$ cat src/rtl/frame_dump_streamer_if.sv
// Read-port and UART-side signals of the frame dump streamer.
// The master modport is the streamer; the slave modport is the buffer plus the UART.
interface frame_dump_streamer_if #(
    parameter int X_BITS     = 6,
    parameter int Y_BITS     = 5,
    parameter int WORD_BYTES = 4
);
    logic [X_BITS-1:0]       read_x;
    logic [Y_BITS-1:0]       read_y;
    logic [8*WORD_BYTES-1:0] read_q;
    logic                    uart_busy;
    logic                    uart_write;
    logic [7:0]              uart_data;

    modport master (
        output read_x, read_y, uart_write, uart_data,
        input  read_q, uart_busy
    );

    modport slave (
        input  read_x, read_y, uart_write, uart_data,
        output read_q, uart_busy
    );
endinterface

$ cat src/rtl/frame_dump_streamer.sv
// Walks a synchronous-read frame buffer and streams each word MSB byte first to a UART,
// optionally preceded by a sync header and the running frame counter.
module frame_dump_streamer #(
    parameter int          X_COUNT      = 40,
    parameter int          Y_COUNT      = 30,
    parameter int          X_BITS       = 6,
    parameter int          Y_BITS       = 5,
    parameter int          WORD_BYTES   = 4,
    parameter int          HOLDOFF_BITS = 13,
    parameter int          HEADER_EN    = 1,
    parameter logic [15:0] SYNC_WORD    = 16'hA55A
) (
    input  logic                 clock,
    input  logic                 areset,
    input  logic                 start,
    input  logic                 continuous,
    frame_dump_streamer_if.master bus,
    output logic                 active,
    output logic [7:0]           frame_count
);
    localparam int W = 8 * WORD_BYTES;

    typedef enum logic [2:0] {S_IDLE, S_HDR, S_FETCH, S_LOAD, S_SEND, S_EOF} state_t;

    localparam state_t FIRST_ST = (HEADER_EN != 0) ? S_HDR : S_FETCH;

    state_t                  state_q, state_d;
    logic [X_BITS-1:0]       x_q, x_d;
    logic [Y_BITS-1:0]       y_q, y_d;
    logic                    wr_q, wr_d;
    logic [7:0]              data_q, data_d;
    logic [7:0]              fc_q, fc_d;
    logic [HOLDOFF_BITS-1:0] hold_q, hold_d;
    logic [3:0]              idx_q, idx_d;
    logic                    last_q, last_d;
    logic [W-1:0]            sh_q;
    logic                    load, shift, send_ok;

    // A strobe needs a full quiet gap on the UART and never follows another strobe directly.
    assign send_ok = (&hold_q) && !bus.uart_busy && !wr_q;

    always_comb begin
        if (bus.uart_busy)  hold_d = '0;
        else if (&hold_q)   hold_d = hold_q;
        else                hold_d = hold_q + HOLDOFF_BITS'(1);
    end

    always_comb begin
        state_d = state_q;
        x_d     = x_q;
        y_d     = y_q;
        wr_d    = 1'b0;
        data_d  = data_q;
        fc_d    = fc_q;
        idx_d   = idx_q;
        last_d  = last_q;
        load    = 1'b0;
        shift   = 1'b0;
        case (state_q)
            S_IDLE: begin
                if (start) begin
                    x_d     = '0;
                    y_d     = '0;
                    idx_d   = '0;
                    state_d = FIRST_ST;
                end
            end
            S_HDR: begin
                if (send_ok) begin
                    wr_d = 1'b1;
                    case (idx_q[1:0])
                        2'd0:    data_d = SYNC_WORD[15:8];
                        2'd1:    data_d = SYNC_WORD[7:0];
                        default: data_d = fc_q;
                    endcase
                    idx_d = idx_q + 4'd1;
                    if (idx_q == 4'd2) state_d = S_FETCH;
                end
            end
            S_FETCH: state_d = S_LOAD;
            S_LOAD: begin
                load   = 1'b1;
                idx_d  = '0;
                last_d = (x_q == X_BITS'(X_COUNT - 1)) && (y_q == Y_BITS'(Y_COUNT - 1));
                // Addressing runs one word ahead so the next fetch needs no extra cycle.
                if (x_q == X_BITS'(X_COUNT - 1)) begin
                    x_d = '0;
                    y_d = y_q + Y_BITS'(1);
                end else begin
                    x_d = x_q + X_BITS'(1);
                end
                state_d = S_SEND;
            end
            S_SEND: begin
                if (send_ok) begin
                    wr_d   = 1'b1;
                    data_d = sh_q[W-1 -: 8];
                    shift  = 1'b1;
                    idx_d  = idx_q + 4'd1;
                    if (idx_q == 4'(WORD_BYTES - 1)) state_d = last_q ? S_EOF : S_FETCH;
                end
            end
            S_EOF: begin
                fc_d    = fc_q + 8'd1;
                x_d     = '0;
                y_d     = '0;
                idx_d   = '0;
                state_d = continuous ? FIRST_ST : S_IDLE;
            end
            default: state_d = S_IDLE;
        endcase
    end

    always_ff @(posedge clock or posedge areset) begin
        if (areset) begin
            state_q <= S_IDLE;
            x_q     <= '0;
            y_q     <= '0;
            wr_q    <= 1'b0;
            data_q  <= '0;
            fc_q    <= '0;
            hold_q  <= '0;
            idx_q   <= '0;
            last_q  <= 1'b0;
        end else begin
            state_q <= state_d;
            x_q     <= x_d;
            y_q     <= y_d;
            wr_q    <= wr_d;
            data_q  <= data_d;
            fc_q    <= fc_d;
            hold_q  <= hold_d;
            idx_q   <= idx_d;
            last_q  <= last_d;
        end
    end

    // The word shifter carries only data and is always loaded before use.
    always_ff @(posedge clock) begin
        if (load)       sh_q <= bus.read_q;
        else if (shift) sh_q <= sh_q << 8;
    end

    assign bus.read_x     = x_q;
    assign bus.read_y     = y_q;
    assign bus.uart_write = wr_q;
    assign bus.uart_data  = data_q;
    assign active         = (state_q != S_IDLE);
    assign frame_count    = fc_q;
endmodule
$ cat src/flat_wrapper.sv
// flat-port wrapper written by rule: the top's interface ports become plain ports
module frame_dump_streamer_flat 
#(
    parameter int          X_COUNT      = 40,
    parameter int          Y_COUNT      = 30,
    parameter int          X_BITS       = 6,
    parameter int          Y_BITS       = 5,
    parameter int          WORD_BYTES   = 4,
    parameter int          HOLDOFF_BITS = 13,
    parameter int          HEADER_EN    = 1,
    parameter logic [15:0] SYNC_WORD    = 16'hA55A
)
  (clock, areset, start, continuous, active, frame_count, bus_read_x, bus_read_y, bus_uart_write, bus_uart_data, bus_read_q, bus_uart_busy);
  frame_dump_streamer_if #(.X_BITS(X_BITS), .Y_BITS(Y_BITS), .WORD_BYTES(WORD_BYTES)) bus_i ();
  input  logic clock;
  input  logic areset;
  input  logic start;
  input  logic continuous;
  output logic active;
  output logic [7:0] frame_count;
  output wire logic [$bits(bus_i.read_x)-1:0] bus_read_x;
  output wire logic [$bits(bus_i.read_y)-1:0] bus_read_y;
  output wire logic [$bits(bus_i.uart_write)-1:0] bus_uart_write;
  output wire logic [$bits(bus_i.uart_data)-1:0] bus_uart_data;
  input wire logic [$bits(bus_i.read_q)-1:0] bus_read_q;
  input wire logic [$bits(bus_i.uart_busy)-1:0] bus_uart_busy;
  assign bus_read_x = bus_i.read_x;
  assign bus_read_y = bus_i.read_y;
  assign bus_uart_write = bus_i.uart_write;
  assign bus_uart_data = bus_i.uart_data;
  assign bus_i.read_q = bus_read_q;
  assign bus_i.uart_busy = bus_uart_busy;
  frame_dump_streamer #(.X_COUNT(X_COUNT), .Y_COUNT(Y_COUNT), .X_BITS(X_BITS), .Y_BITS(Y_BITS), .WORD_BYTES(WORD_BYTES), .HOLDOFF_BITS(HOLDOFF_BITS), .HEADER_EN(HEADER_EN), .SYNC_WORD(SYNC_WORD)) u_core (.clock(clock), .areset(areset), .start(start), .continuous(continuous), .bus(bus_i), .active(active), .frame_count(frame_count));
endmodule
$ cat config.mk
export PLATFORM = sky130hd
export DESIGN_NAME = frame_dump_streamer_flat
export DESIGN_NICKNAME = d
export VERILOG_FILES = /design/src/rtl/frame_dump_streamer_if.sv /design/src/rtl/frame_dump_streamer.sv /design/src/flat_wrapper.sv
export SDC_FILE = /design/constraint.sdc
export NUM_CORES = 1
export LEC_CHECK = 0
export ABC_AREA = 1
export BUFFER_PORTS_ARGS = -buffer_cell sky130_fd_sc_hd__buf_2
export CAP_MARGIN = 40
export CORE_UTILIZATION = 44
export CTS_CLUSTER_DIAMETER = 150
export DETAILED_ROUTE_END_ITERATION = 8
export PLACE_DENSITY = 0.74
export SLEW_MARGIN = 40
export SYNTH_ARGS = -nofsm -noshare
export SYNTH_HDL_FRONTEND = slang
export SYNTH_SLANG_ARGS = --single-unit
$ cat constraint.sdc
create_clock -name clock -period 5.35 [get_ports clock]
set_input_delay 0.2675 -clock clock [delete_from_list [all_inputs] [get_ports clock]]
set_output_delay 0.2675 -clock clock [all_outputs]
set_load 0.01 [all_outputs]
==> results.json, run 1 <==
{
  "clkSlewWorstSetupHoldPaths_ps": 80,
  "postCtsSetupRepairBufs": 0,
  "yosysSeqAreaShare": 0.555,
  "crit_buf_inv": 2,
  "multi_input_area_mm2": 0.00154,
  "routedWlPerCell_um": 12.7,
  "avgSynthCellArea_um2": 9.02,
  "slew_viol_final": 0,
  "grt_pass1_wl_mm": 13.8,
  "die_area_mm2": 0.00934,
  "hold_buffers": 0,
  "yosys.area.top_type_share": 0.311,
  "htreeDepth": 3,
  "grt_use_total": 0.183,
  "hp-class": "input pin to asynchronous set/reset pin",
  "cts_root_buf": "clkbuf_8",
  "drtIter0Drc": 138,
  "synth_area_mm2": 0.00394,
  "drc": 0,
  "area.growth.synth_to_final_pct": 16.4,
  "synthCells": 437,
  "synth_edf_count": 32,
  "fin_ws_ps": 3150,
  "final_util": 0.529,
  "fp.dieW_um": 96.6,
  "worstPathMaxFanout": 32,
  "ys_types": 33,
  "stdcell_area_mm2": 0.00459,
  "required_ps": 5350,
  "clk_latency_ps": 350,
  "ir_drop_uv": 238,
  "netlist.top_cell.by_area": "dfrtp_1",
  "endpoint_kind": "flip-flop",
  "vias_per_cell": 4.96,
  "crit_path_max_incr_delay_ps": 430,
  "port_buffers": 65,
  "drive_gt1_frac": 0.212,
  "diodes": 0,
  "routed_wl_mm": 7.83,
  "final_nets": 548,
  "routabilityCongestion": 0.810,
  "synth_seq_cells": 81,
  "p_leak_nw": 2.28,
  "fin_setup_tns_ps": 0,
  "clock_sinks": 81,
  "max_cap_viol_count": 0,
  "post_dp_cell_area_mm2": 0.00437,
  "synth-main-ff-cell": "dfrtp_1",
  "cts_resized": 0,
  "grt_pass1_vias": 3044,
  "slowest_stage": "dfrtp_1",
  "synthTopCellsByArea": "dfrtp_1 (31%), edfxtp_1 (24%), nand2_1 (13%)",
  "clock.fmax_mhz": 455,
  "cts_tree": "built",
  "arrival_ps": 2200,
  "coreArea_mm2": 0.00868,
  "final_cell_mix": "nand2_1 (140), buf_2 (65), dfrtp_1 (49)",
  "dp_hpwl_mm": 5.49,
  "fin_crit_ps": 2200,
  "start_util": 0.454,
  "cp.depth": 8,
  "cts_buffer_depth": 2,
  "antenna_found_initial": 0,
  "firstDrtPassIters": 5,
  "vias": 3061,
  "path_cells": "ha_1 -> inv_1 -> nor2_2 -> nand2_4 -> nor2_8 -> nand3_4 -> o21ai_2 -> buf_4",
  "syn-num-nets": 481,
  "layout.area.seq_mm2": 0.00219,
  "pwr_density_cell_mw_per_mm2": 373,
  "setup_viol": 0,
  "fin_cells": 617,
  "dp_cells": 601,
  "dp_slack_ps": 3180,
  "yosysWarnings": 0,
  "rsz0062_at_grt": "no",
  "worstMarginPinSlew_ps": 609,
  "fp.dieH_um": 96.6,
  "r2r_cells": 8,
  "ys_async_sr_fraction": 0.605,
  "hold_violations": 2,
  "finClkSkew_ps": 14.0,
  "grt_overflow": 0,
  "violations": "hold timing",
  "slew_headroom": 0.594,
  "layout_commonest_cell": "nand2_1",
  "critPathKind": "flip-flop to flip-flop",
  "pin_count": 66,
  "antenna_left": 0,
  "n_fill_cell": 777,
  "rows": 34,
  "fin_crit_sh": 0.411,
  "numCtsBuffers": 9,
  "cpLargestDelayFamily": "simple AND/OR/NAND/NOR gates",
  "startpoint_type": "flip-flop",
  "status": "finished, violations left",
  "total_power_mw": 1.71,
  "hold_ws_ps": -1.48,
  "grt_max_degree": 50
}
==> cells in the mapped netlist (2+ instances only) <==
cell and count:
nand2_1 140, dfrtp_1 49, inv_1 41, edfxtp_1 32
nand3_1 29, nor2_1 25, o21ai_0 22, a21oi_1 12
xor2_1 12, nand4_1 9, nor3_1 8, clkbuf_1 7
ha_1 7, o21ai_2 7, nand2_2 5, o31ai_1 4
inv_2 3, mux2i_1 3, xnor2_1 3, a31oi_1 2
buf_1 2, nor2_2 2, nor2_4 2, or2_2 2
==> worst paths after layout <==
check	slack, ps	startpoint	to
worst min register to register	480	u_core.bus.uart_data[4]$_DFFE_PP0P_	u_core.bus.uart_data[4]$_DFFE_PP0P_
worst min-delay path	-1	areset	u_core.hold_q[5]$_DFFE_PP0P_
worst max-delay path	3150	u_core.hold_q[0]$_DFFE_PP0P_	u_core.sh_q[0]$_SDFFCE_PN0P_
worst max register to register	3150	u_core.hold_q[0]$_DFFE_PP0P_	u_core.sh_q[0]$_SDFFCE_PN0P_
max in group asynchronous	4940	areset	u_core.bus.read_y[3]$_DFFE_PP0P_
min in group clock	180	bus_read_q[11]	u_core.sh_q[11]$_DFFE_PP_
==> routing by layer <==
layer | wire length (um) | track usage | vias to the layer above
met5 | 0 | 0 | -
met4 | 120 | 0.0781 | 0
met3 | 427 | 0.0578 | 9
met2 | 3710 | 0.287 | 87
met1 | 3570 | 0.234 | 1405
li1 | - | - | 1560
==> final cells by class <==
type                    instances  area share
clock buffers                   9      0.0270
clock inverters                 7      0.0202
inverters                      44      0.0365
multi-input cells             301       0.336
flip-flops and latches         81       0.477
well taps                     108      0.0294
repair buffers                 67      0.0742
==> flip-flops by register name (all words and copies together), names as in the netlist <==
name / count
u_core.last_q: 1
u_core.hold_q: 13
u_core.frame_count: 8
u_core.bus.read_x: 6
u_core.state_q: 3
u_core.bus.uart_data: 8
u_core.bus.read_y: 5
u_core.bus.uart_write: 1
u_core.sh_q: 32
u_core.idx_q: 4
==> cell families after synthesis <==
| group | Yosys count | synth area share |
|---|---|---|
| fa+ha+maj | 7 | 0.0222 |
| mux | 3 | 0.00762 |
| simple gates | 226 | 0.252 |
| flops | 81 | 0.555 |
| compound gates | 50 | 0.0749 |
| xor+xnor | 15 | 0.0333 |
| buf+inv | 55 | 0.0546 |
==> power by group <==
group	internal, mW	switching, mW	leakage [nW]
combinational	0.144	0.305	1.21
clock	0.262	0.223	0.103
sequential	0.725	0.0543	0.966
total	1.13	0.583	2.28
Note: power is estimated with default switching activity, not from simulation.
==> run 2: changes to the inputs <==
- PLACE_DENSITY: 0.74 -> 0.76
- clock period: 5.35 -> 1.9 ns (I/O delays scaled with it)
==> run 2 against run 1 <==
The run now ends clean. Flip-flop and latch count stayed put. Core utilization is 2.9 points higher. Clock skew is 5.6 ps lower. Clock power is 130% higher. Critical endpoint is now u_core.sh_q[10]$_DFFE_PP_. Largest power group unchanged.
==> results.json, run 2 (synthesis gave the netlist of run 1 again) <==
{
  "clkSlewWorstSetupHoldPaths_ps": 80,
  "clk_latency_ps": 350,
  "hold_violations": 0,
  "rows": 34,
  "fp.dieW_um": 96.6,
  "drive_gt1_frac": 0.231,
  "port_buffers": 65,
  "largest_reg_flops": 32,
  "r2r_start": "u_core.hold_q[1]$_DFFE_PP0P_",
  "diodes": 0,
  "internal-power_mw": 3.02,
  "vias_per_cell": 4.99,
  "die_area_mm2": 0.00934,
  "worstPathMaxFanout": 8,
  "slew_viol_final": 0,
  "numCtsBuffers": 9,
  "dp_hpwl_mm": 5.59,
  "fin_crit_sh": 0.974,
  "status": "finished clean",
  "antenna_found_initial": 0,
  "max_cap_viol_count": 0,
  "slew_headroom": 0.591,
  "grt_pass1_wl_mm": 13.5,
  "htreeDepth": 3,
  "pin_count": 66,
  "cts_root_buf": "clkbuf_8",
  "critPathKind": "flip-flop to flip-flop",
  "hold_ws_ps": 21.2,
  "wl_met1_mm": 3.66,
  "clock_sinks": 81,
  "firstDrtPassIters": 4,
  "clock.fmax_mhz": 540,
  "grt_pass1_vias": 3103,
  "grt_use_total": 0.177,
  "n_fill_cell": 768,
  "drc": 0,
  "reg_top3": "u_core.sh_q (32), u_core.hold_q (13)",
  "grt_max_degree": 50,
  "routed_wl_mm": 8.19,
  "wl_met2_mm": 4.07,
  "seq_power_share": 0.468,
  "area.growth.synth_to_final_pct": 22.9,
  "fp.dieH_um": 96.6,
  "coreArea_mm2": 0.00868,
  "final_cell_mix": "nand2_1 (140), buf_2 (65), dfrtp_1 (49)",
  "power_frac_comb": 0.297,
  "min_from": "bus_read_q[26]",
  "routabilityCongestion": 0.870,
  "ir_drop_uv": 496,
  "largest_register": "u_core.sh_q",
  "arrival_ps": 1930,
  "final_util": 0.558,
  "endpoint_kind": "flip-flop",
  "p_clk_frac": 0.235,
  "hp-class": "input pin to flip-flop",
  "wl_met3_um": 401,
  "vias": 3214,
  "setup_viol": 0,
  "routedWlPerCell_um": 12.7,
  "cts_tree": "built",
  "final_nets": 575,
  "switching_share": 0.358,
  "cts_buffer_depth": 2,
  "drtIter0Drc": 161,
  "required_ps": 1970,
  "fin_setup_tns_ps": 0,
  "fin_cells": 644,
  "p_sw_mw": 1.68,
  "top_layer": "met4",
  "pwr_density_cell_mw_per_mm2": 971,
  "fin_crit_ps": 1850,
  "worstMarginPinSlew_ps": 614,
  "start_util": 0.454,
  "startpoint_type": "flip-flop",
  "finClkSkew_ps": 8.33,
  "dp_cells": 608,
  "p_leak_nw": 2.40,
  "startpoint": "u_core.hold_q[1]$_DFFE_PP0P_",
  "grt_overflow": 0,
  "layout_commonest_cell": "nand2_1",
  "rsz0062_at_grt": "yes",
  "antenna_left": 0
}
==> run 2: cell types whose count changed in the layout (fill, tap and decap cells not counted), moves of 2 or more <==
| cell | previous run | this run |
|---|---|---|
| buf_12 | 0 | 2 |
| buf_4 | 2 | 12 |
| bufinv_16 | 2 | 0 |
| clkinv_4 | 0 | 3 |
| dlygate4sd3_1 | 0 | 13 |
| inv_2 | 3 | 5 |
==> run 2: final timing paths <==
path | endpoint | slack (ps) | depth (start not counted)
min | u_core.sh_q[26]$_DFFE_PP_ | 20 | 3
max | u_core.sh_q[10]$_DFFE_PP_ | 50 | 8
min reg2reg | u_core.bus.uart_data[2]$_DFFE_PP0P_ | 480 | 2
max in group asynchronous | u_core.frame_count[2]$_DFFE_PP0N_ | 1030 | 4
max reg2reg | u_core.sh_q[10]$_DFFE_PP_ | 50 | 8
min in group asynchronous | u_core.idx_q[3]$_DFFE_PP0P_ | 460 | 4
==> run 2: worst max-delay path, stage by stage, from the launching register on <==
cell and delay [ps]:
dfrtp_1 400, ha_2 200, inv_2 60, nor2_4 110
nand2_4 80, nor2_8 120, nand3_4 100, o21ai_4 280
clkbuf_16 210
==> run 2: area by class of cell <==
type | count | area [um2] | area share
timing repair buffer | 94 | 622 | 0.128
clock buffer | 10 | 128 | 0.0263
sequential | 81 | 2190 | 0.451
inverter | 44 | 165 | 0.0341
multi-input combinational | 301 | 1560 | 0.323
clock inverter | 6 | 45.0 | 0.00930
tap | 108 | 135 | 0.0279
==> run 2: repair_timing <==
item,CTS,global route
hold endpoints to repair,62,0
gates resized for setup,0,1
buffers inserted,0,5
hold buffers,13,0
endpoints found under the setup margin,0,39
==> run 2: power by group through the flow <==
stage,clock network [mW],registers (mW),logic [mW]
3_3_place_gp,0,2.22,1.29
4_1_cts,1.13,2.19,1.36
3_5_place_dp,0,2.23,1.33
6_report,1.11,2.20,1.40
2_1_floorplan,0,2.21,0.938
5_1_grt,1.20,2.22,1.58
==> run 2: metrics by stage <==
step / power [mW] / setup slack, ps / instance area (um2)
after global routing: 5.00 / -32.4 / 4840
after detailed placement: 3.56 / 43.5 / 4460
final: 4.70 / 49.3 / 4840
after global placement: 3.50 / 101 / 4460
after CTS: 4.69 / 22.9 / 4770
after floorplan: 3.15 / -181 / 3960
==> run 2: per-layer routing <==
layer  track usage  up-vias
met5             0        -
met1         0.222     1490
met3        0.0484        7
li1              -     1619
met2         0.299       98
met4        0.0505        0
